<file path="config.mk">
export PLATFORM = sky130hd
export DESIGN_NAME = tone_sequencer
export DESIGN_NICKNAME = d
export VERILOG_FILES = /design/src/rtl/tone_sequencer.sv
export SDC_FILE = /design/constraint.sdc
export NUM_CORES = 1
export LEC_CHECK = 0
export BUFFER_PORTS_ARGS = -buffer_cell sky130_fd_sc_hd__buf_4
export CELL_PAD_IN_SITES_DETAIL_PLACEMENT = 1
export CELL_PAD_IN_SITES_GLOBAL_PLACEMENT = 1
export CORE_ASPECT_RATIO = 1.1
export CORE_MARGIN = 2
export CORE_UTILIZATION = 41
export CTS_CLUSTER_DIAMETER = 100
export DETAILED_ROUTE_END_ITERATION = 8
export PLACE_DENSITY_LB_ADDON = 0.1
export SLEW_MARGIN = 20
export SYNTH_ARGS = -nofsm -noshare
export SYNTH_HDL_FRONTEND = slang
export SYNTH_SLANG_ARGS = --single-unit
</file>
<file path="constraint.sdc">
create_clock -name clk -period 2.45 [get_ports clk]
set_clock_uncertainty 0.15 [all_clocks]
set_input_delay 0.49 -clock clk [delete_from_list [all_inputs] [get_ports clk]]
set_output_delay 0.49 -clock clk [all_outputs]
set_load 0.05 [all_outputs]
</file>
<file path="src/rtl/tone_sequencer.sv">
// Melody scheduler: walks a fixed 16-step scale, offers each pitch code to the
// NCO config stage over valid/ready, then gates the tone for the note duration.
module tone_sequencer #(
  parameter int unsigned TICKS_PER_BEAT = 6_250_000,
  parameter int unsigned GAP_TICKS      = 625_000
) (
  input  logic       clk,
  input  logic       rst,
  input  logic       enable,
  input  logic       loop,
  input  logic       cfg_ready,
  output logic       cfg_valid,
  output logic [3:0] cfg_code,
  output logic       tone_on,
  output logic       playing,
  output logic       melody_end,
  output logic [3:0] note_index
);

  localparam int unsigned CW = $clog2(2 * TICKS_PER_BEAT);

  localparam logic [CW-1:0] TONE1_LAST = CW'(TICKS_PER_BEAT - GAP_TICKS - 1);
  localparam logic [CW-1:0] TONE2_LAST = CW'(2 * TICKS_PER_BEAT - GAP_TICKS - 1);
  localparam logic [CW-1:0] GAP_LAST   = CW'(GAP_TICKS - 1);

  typedef enum logic [2:0] {
    S_IDLE,
    S_LOAD,
    S_TONE,
    S_GAP,
    S_END
  } state_t;

  state_t        state;
  logic          enable_q;
  logic [CW-1:0] counter;
  logic [CW-1:0] tone_last;
  logic          tone_done;
  logic          step_done;
  logic          last_step;
  logic [3:0]    next_index;

  // Ascending C4..C5 over steps 0..7, then descending back to C4.
  function automatic logic [3:0] step_code(input logic [3:0] idx);
    logic [3:0] code;
    case (idx)
      4'd0:    code = 4'd1;
      4'd1:    code = 4'd2;
      4'd2:    code = 4'd3;
      4'd3:    code = 4'd4;
      4'd4:    code = 4'd5;
      4'd5:    code = 4'd6;
      4'd6:    code = 4'd7;
      4'd7:    code = 4'd8;
      4'd8:    code = 4'd8;
      4'd9:    code = 4'd7;
      4'd10:   code = 4'd6;
      4'd11:   code = 4'd5;
      4'd12:   code = 4'd4;
      4'd13:   code = 4'd3;
      4'd14:   code = 4'd2;
      default: code = 4'd1;
    endcase
    return code;
  endfunction

  // Steps 7 and 15 are the two-beat notes at the top and bottom of the scale.
  always_comb begin
    tone_last  = (note_index[2:0] == 3'b111) ? TONE2_LAST : TONE1_LAST;
    tone_done  = (state == S_TONE) && (counter == tone_last);
    // With no gap configured, the note finishes straight out of TONE.
    step_done  = (tone_done && (GAP_TICKS == 0)) ||
                 ((state == S_GAP) && (counter == GAP_LAST));
    last_step  = (note_index == 4'd15);
    next_index = note_index + 4'd1;
  end

  always_ff @(posedge clk) begin
    if (rst) begin
      state      <= S_IDLE;
      enable_q   <= 1'b0;
      counter    <= '0;
      cfg_valid  <= 1'b0;
      cfg_code   <= '0;
      tone_on    <= 1'b0;
      playing    <= 1'b0;
      melody_end <= 1'b0;
      note_index <= '0;
    end else begin
      enable_q <= enable;
      // Abort wins over every other transition, END included.
      if ((state != S_IDLE) && !enable) begin
        state      <= S_IDLE;
        counter    <= '0;
        cfg_valid  <= 1'b0;
        cfg_code   <= '0;
        tone_on    <= 1'b0;
        playing    <= 1'b0;
        melody_end <= 1'b0;
        note_index <= '0;
      end else if (step_done) begin
        tone_on <= 1'b0;
        counter <= '0;
        if (last_step) begin
          state      <= S_END;
          melody_end <= 1'b1;
        end else begin
          state      <= S_LOAD;
          note_index <= next_index;
          cfg_valid  <= 1'b1;
          cfg_code   <= step_code(next_index);
        end
      end else begin
        case (state)
          S_IDLE: begin
            if (enable && !enable_q) begin
              state      <= S_LOAD;
              note_index <= '0;
              cfg_valid  <= 1'b1;
              cfg_code   <= step_code(4'd0);
              playing    <= 1'b1;
            end
          end
          S_LOAD: begin
            if (cfg_ready) begin
              state     <= S_TONE;
              cfg_valid <= 1'b0;
              tone_on   <= 1'b1;
              counter   <= '0;
            end
          end
          S_TONE: begin
            if (tone_done) begin
              state   <= S_GAP;
              tone_on <= 1'b0;
              counter <= '0;
            end else begin
              counter <= counter + CW'(1);
            end
          end
          S_GAP: begin
            counter <= counter + CW'(1);
          end
          S_END: begin
            melody_end <= 1'b0;
            note_index <= '0;
            if (loop) begin
              state     <= S_LOAD;
              cfg_valid <= 1'b1;
              cfg_code  <= step_code(4'd0);
            end else begin
              state   <= S_IDLE;
              playing <= 1'b0;
            end
          end
          default: begin
            state     <= S_IDLE;
            playing   <= 1'b0;
            cfg_valid <= 1'b0;
            tone_on   <= 1'b0;
          end
        endcase
      end
    end
  end

endmodule

</file>
* After elaboration in Yosys (flattened, before gate mapping) *
Memories as Yosys holds them, arrays and structs flattened.
Index checks and enable logic that the tools add are counted.

word-level totals
  flip-flop bits (word level) = 40
  memory bits (read-only) = 64
  word-level logic and storage cells = 93
  memories kept = 1

cells by class
  $add $sub $neg = 2
  eq/ne operators = 20
  muxes and demuxes = 34
  bitwise logic cells = 3
  reduce and logical (&&, ||, !) cells = 24

memories
  name             words  width  read ports  clocked after Yosys merged registers in  write ports  line  text
  (no name shown)  16     4      1           0                                        0            46    case (idx)

operators with widths
  cell                                             number
  two-way mux 24 bit                               3
  case mux 24 bit (3 select lines)                 1
  two-way mux 4 bit                                7
  adder 24 x 1 -> 24 bit, second input constant    1
  == test 24 x 20 -> 1 bit, second input constant  1
  == test 24 bit                                   1
  case mux 4 bit (2 select lines)                  2
  two-way mux 3 bit                                5
  case mux 3 bit (5 select lines)                  1
  two-way mux 1 bit                                12
  != test 2 bit, second input constant             6
  != test 3 bit, second input constant             4
  AND reduction 4 bit                              3
  nonzero test 3 bit                               3
  OR reduction 3 bit                               3
  == test 3 x 2 -> 1 bit, second input constant    2
  == test 3 bit, second input constant             2
  case mux 1 bit (3 select lines)                  2
  AND reduction 3 bit                              2
  AND reduction 5 bit                              1
  adder 4 x 1 -> 4 bit, second input constant      1
  == test 4 bit, second input constant             1
  logical AND 1 bit                                4
  != test 2 x 1 -> 1 bit, second input constant    2
  other kinds (8)                                  13

* Logic depth before layout (Yosys ltp) *
  depth after elaboration = 7
  gate-level depth with buffers = 8

* Least setup slack after synthesis *
Ideal clock, no wire load.

  kind = flip-flop to flip-flop
  start = register note_index[0]
  end = register counter[0]
  setup time = 117 ps
  arrival time = 2425 ps
  required time = 2183 ps
  slack = -242 ps
  cell stages (with the launch flop) = 9
  period minus slack after synthesis = 2692 ps
  cell sequence = dfxtp_1 > ha_1 > ha_1 > or3b_2 > a211oi_1 > nand3_1 > o211ai_2 > buf_2 > nor2_1

on the way
  longest elaborated chain between the ends = 6

ends and longest elaborated chain
  what                              line  text
  start, declared                   17    output logic [3:0] note_index
  start signal, assigned            109   note_index <= next_index;
  == test 3 bit                     69    tone_last = (note_index[2:0] == 3'b111) ? TONE2_LAST : TONE1_LAST;
  two-way mux 24 bit                69
  == test 24 bit                    70    tone_done = (state == S_TONE) && (counter == tone_last);
  logical AND 1 bit                 70
  two-way mux 24 bit                133   if (tone_done) begin
  case mux 24 bit (3 select lines)  114   case (state)
  end signal, assigned              138   counter <= counter + CW'(1);
  end signal, assigned              142   counter <= counter + CW'(1);
  end, declared                     36    logic [CW-1:0] counter;

No other way between the ends.
A chain may end at the register's enable or synchronous reset.

* Worst setup path after layout *
  start = register note_index[0]
  end = register counter[16]

Same word-level chain as after synthesis.

==> impl_metrics.env <==
export IMPL_post_dp_cell_area_um2=2490
export IMPL_end_kind="register"
export IMPL_worstSkewPairLatency_ns=0.29
export IMPL_ctsHoldBuffers=0
export IMPL_ys_top_cells_by_count="dfxtp_1 (40), nor2_1 (38), xor2_1 (18)"
export IMPL_synth_flop_cell="dfxtp_1"
export IMPL_ios=17
export IMPL_p_per_area_nw_per_um2=561
export IMPL_power_mw=1.47
export IMPL_synth_edf_count=0
export IMPL_worstPathMaxFanout=24
export IMPL_async_reset_ff_share_pct=0
export IMPL_stdcell_count=347
export IMPL_clk_pin_slew_ns=0.08
export IMPL_ant_nets=0
export IMPL_die_area_um2=5900
export IMPL_vias=1928
export IMPL_min_from="rst"
export IMPL_relSlewSlack_pct=51.9
export IMPL_clockBufferDepth=2
export IMPL_drv_cap=0
export IMPL_grt_use_met2_pct=35.7
export IMPL_seq_area_um2=808
export IMPL_status="completed"
export IMPL_ys_top_cells_by_area="dfxtp_1 (37%), xor2_1 (7.2%), nor2_1 (6.6%)"
export IMPL_fmax_mhz=431
export IMPL_viasPerCell=5.56
export IMPL_yosysSeqAreaShare_pct=36.8
export IMPL_initial_core_util_pct=42.9
export IMPL_startpoint_type="register"
export IMPL_fill_cells=603
export IMPL_hp_class="in -> reg"
export IMPL_wl_mm=5.35
export IMPL_cp_data_arrival_time_ns=2.35
export IMPL_critical_path_required_ns=2.48
export IMPL_worstHoldPathCells=2
export IMPL_drc=0
export IMPL_coreArea_um2=5070
export IMPL_die_height_um=80.4
export IMPL_drive_gt1_share_pct=19.7
export IMPL_irDropWorstVdd_uv=337
export IMPL_layout_min_cycle_time_ns=2.32
export IMPL_antenna_found_initial=0
export IMPL_r2r_cells=8
export IMPL_worstMarginPinSlew_ns=0.718
export IMPL_grt_first_pass_wirelength_mm=9.49
export IMPL_area_growth_synth_to_final_pct=20.8
export IMPL_top_usage_layer="met2"
export IMPL_syn_avg_cell_area_um2=8.49
export IMPL_gr_usage_met3_pct=3.39
export IMPL_clock_root_buffer="clkbuf_8"
export IMPL_numCtsBuffers=5
export IMPL_nets=300
export IMPL_dpl_hpwl_mm=3.96
export IMPL_place_inst=339
export IMPL_fp_dieW_um=73.4
export IMPL_synthCells=256
export IMPL_first_pass_iters=4
export IMPL_cts_tree="built"
export IMPL_drt_iter0_drc=62
export IMPL_yosys_cell_count_top_type="dfxtp_1"
export IMPL_ys_types=51
export IMPL_critical_path_class="reg -> reg"
export IMPL_r2r_slack_ns=0.13
export IMPL_num_rows=27
export IMPL_met1_usage_pct=25.1
export IMPL_diodes=0
export IMPL_p_leak_nw=1.02
export IMPL_synth_net_count=268
export IMPL_io_buffer_count=16
export IMPL_yosysTopAreaCell="dfxtp_1"
export IMPL_ys_warn_count=0
export IMPL_finalHoldViolCount=0
export IMPL_cts_sinks=40
export IMPL_netlist_area_um2=2170
export IMPL_r2r_start="note_index[0]$_SDFFE_PP0P_"
export IMPL_finalCritPeriodShare_pct=94.7
export IMPL_grt_usage_pct=20.3
export IMPL_globalRouteOverflowTotal=0
export IMPL_gp_congestion=0.735
export IMPL_drv_slew=0
export IMPL_multi_input_comb_area_um2=1320
export IMPL_synth_top_area_share_pct=36.8
export IMPL_setup_viol=0
export IMPL_htree_levels=2
export IMPL_fin_area_um2=2630
export IMPL_grt_max_degree=25
export IMPL_wire_per_inst_um=15.4
export IMPL_grt_pass1_vias=2041
export IMPL_r2r_end="counter[16]$_SDFFE_PP0P_"
export IMPL_hold_end="playing$_SDFFE_PP0P_"
export IMPL_synth_seq_cells=40
-- critical path, cell delays in order (launching register included) --
cell and delay (ns):
dfxtp_4 0.35, ha_2 0.18, ha_1 0.19, or3b_2 0.45, a211oi_2 0.25, nand3_1 0.14, o211ai_2 0.24, buf_12 0.19
nor2_1 0.07
-- layer usage --
layer  share of wire, %  routed length [um]
met5                  0                   0
met4               0.86                  46
met3                2.2                 117
met2                 50                2660
met1                 47                2530
-- logic make-up (layout without fill, tap and decap cells) --
| group | after synthesis | in the layout | share of synthesized area (%) |
|---|---|---|---|
| compound gates | 44 | 44 | 14.3 |
| simple gates | 121 | 121 | 31.1 |
| fa+ha+maj | 7 | 7 | 4.03 |
| buf+inv | 18 | 51 | 3.28 |
| flops | 40 | 40 | 36.8 |
| xor+xnor | 26 | 26 | 10.5 |
-- area by class of cell --
class / count / share of cell area (%)
repair buffers: 33 / 9.91
well taps: 58 / 2.76
clock inverters: 2 / 2.29
clock buffers: 6 / 2.76
flip-flops and latches: 40 / 30.8
inverters: 10 / 1.43
multi-input cells: 198 / 50.1
-- timing repair --
action / in CTS / in global routing
gates resized for setup: 0 / 1
setup endpoints to repair: 0 / 24
setup buffers: 0 / 0
-- through the flow --
stage               hold WS, ns  TNS (ns)  utilization, %  setup WS [ns]
CTS                       0.226         0            51.7         0.0509
global placement          0.291         0            49.0          0.108
finish                    0.236         0            51.8          0.130
floorplan                 0.330         0               -        0.00689
detailed placement        0.300         0            49.1         0.0734
global route              0.222  -0.00216            51.8       -0.00216
-- state kept, by name (all words and copies together), names as in the netlist --
register	count
counter	24
tone_on	1
note_index	4
melody_end	1
playing	1
enable_q	1
state	3
cfg_valid	1
cfg_code	4
-- report_power, final --
group	internal [mW]	switching (mW)	total, mW
logic	0.0614	0.102	0.164
clock network	0.407	0.233	0.641
registers	0.661	0.00820	0.669
-- worst max path at each step --
| stage | startpoint | end | slack [ns] | cells after the start |
|---|---|---|---|---|
| floorplan | note_index[2]$_SDFFE_PP0P_ | counter[10]$_SDFFE_PP0P_ | 0.007 | 7 |
| global placement | cfg_ready | counter[23]$_SDFFE_PP0P_ | 0.11 | 6 |
| detailed placement | note_index[0]$_SDFFE_PP0P_ | counter[10]$_SDFFE_PP0P_ | 0.07 | 8 |
| CTS | note_index[0]$_SDFFE_PP0P_ | counter[16]$_SDFFE_PP0P_ | 0.05 | 8 |
| global route | note_index[0]$_SDFFE_PP0P_ | counter[0]$_SDFFE_PP0P_ | -0.002 | 8 |
| finish | note_index[0]$_SDFFE_PP0P_ | counter[16]$_SDFFE_PP0P_ | 0.13 | 8 |
-- placed cells by master, fill, tap and decap left out, types with 2 or more instances in the layout --
master	instances
nor2_1	38
dfxtp_1	38
buf_4	32
xor2_1	18
nand2_1	17
nand4_1	12
nand3_1	11
inv_1	10
a21oi_1	10
o21ai_0	9
xnor2_1	8
and3_1	6
ha_1	6
clkbuf_8	5
nand2b_1	4
nor3_1	4
nand3b_1	3
nor2b_1	3
and4_1	3
nor3b_1	3
o31ai_1	3
a21o_1	3
nor4bb_1	2
nand4b_1	2
nand3_2	2
a31oi_1	2
a32o_1	2
bufinv_16	2
dfxtp_4	2
Power figures use the tool's default switching activity.
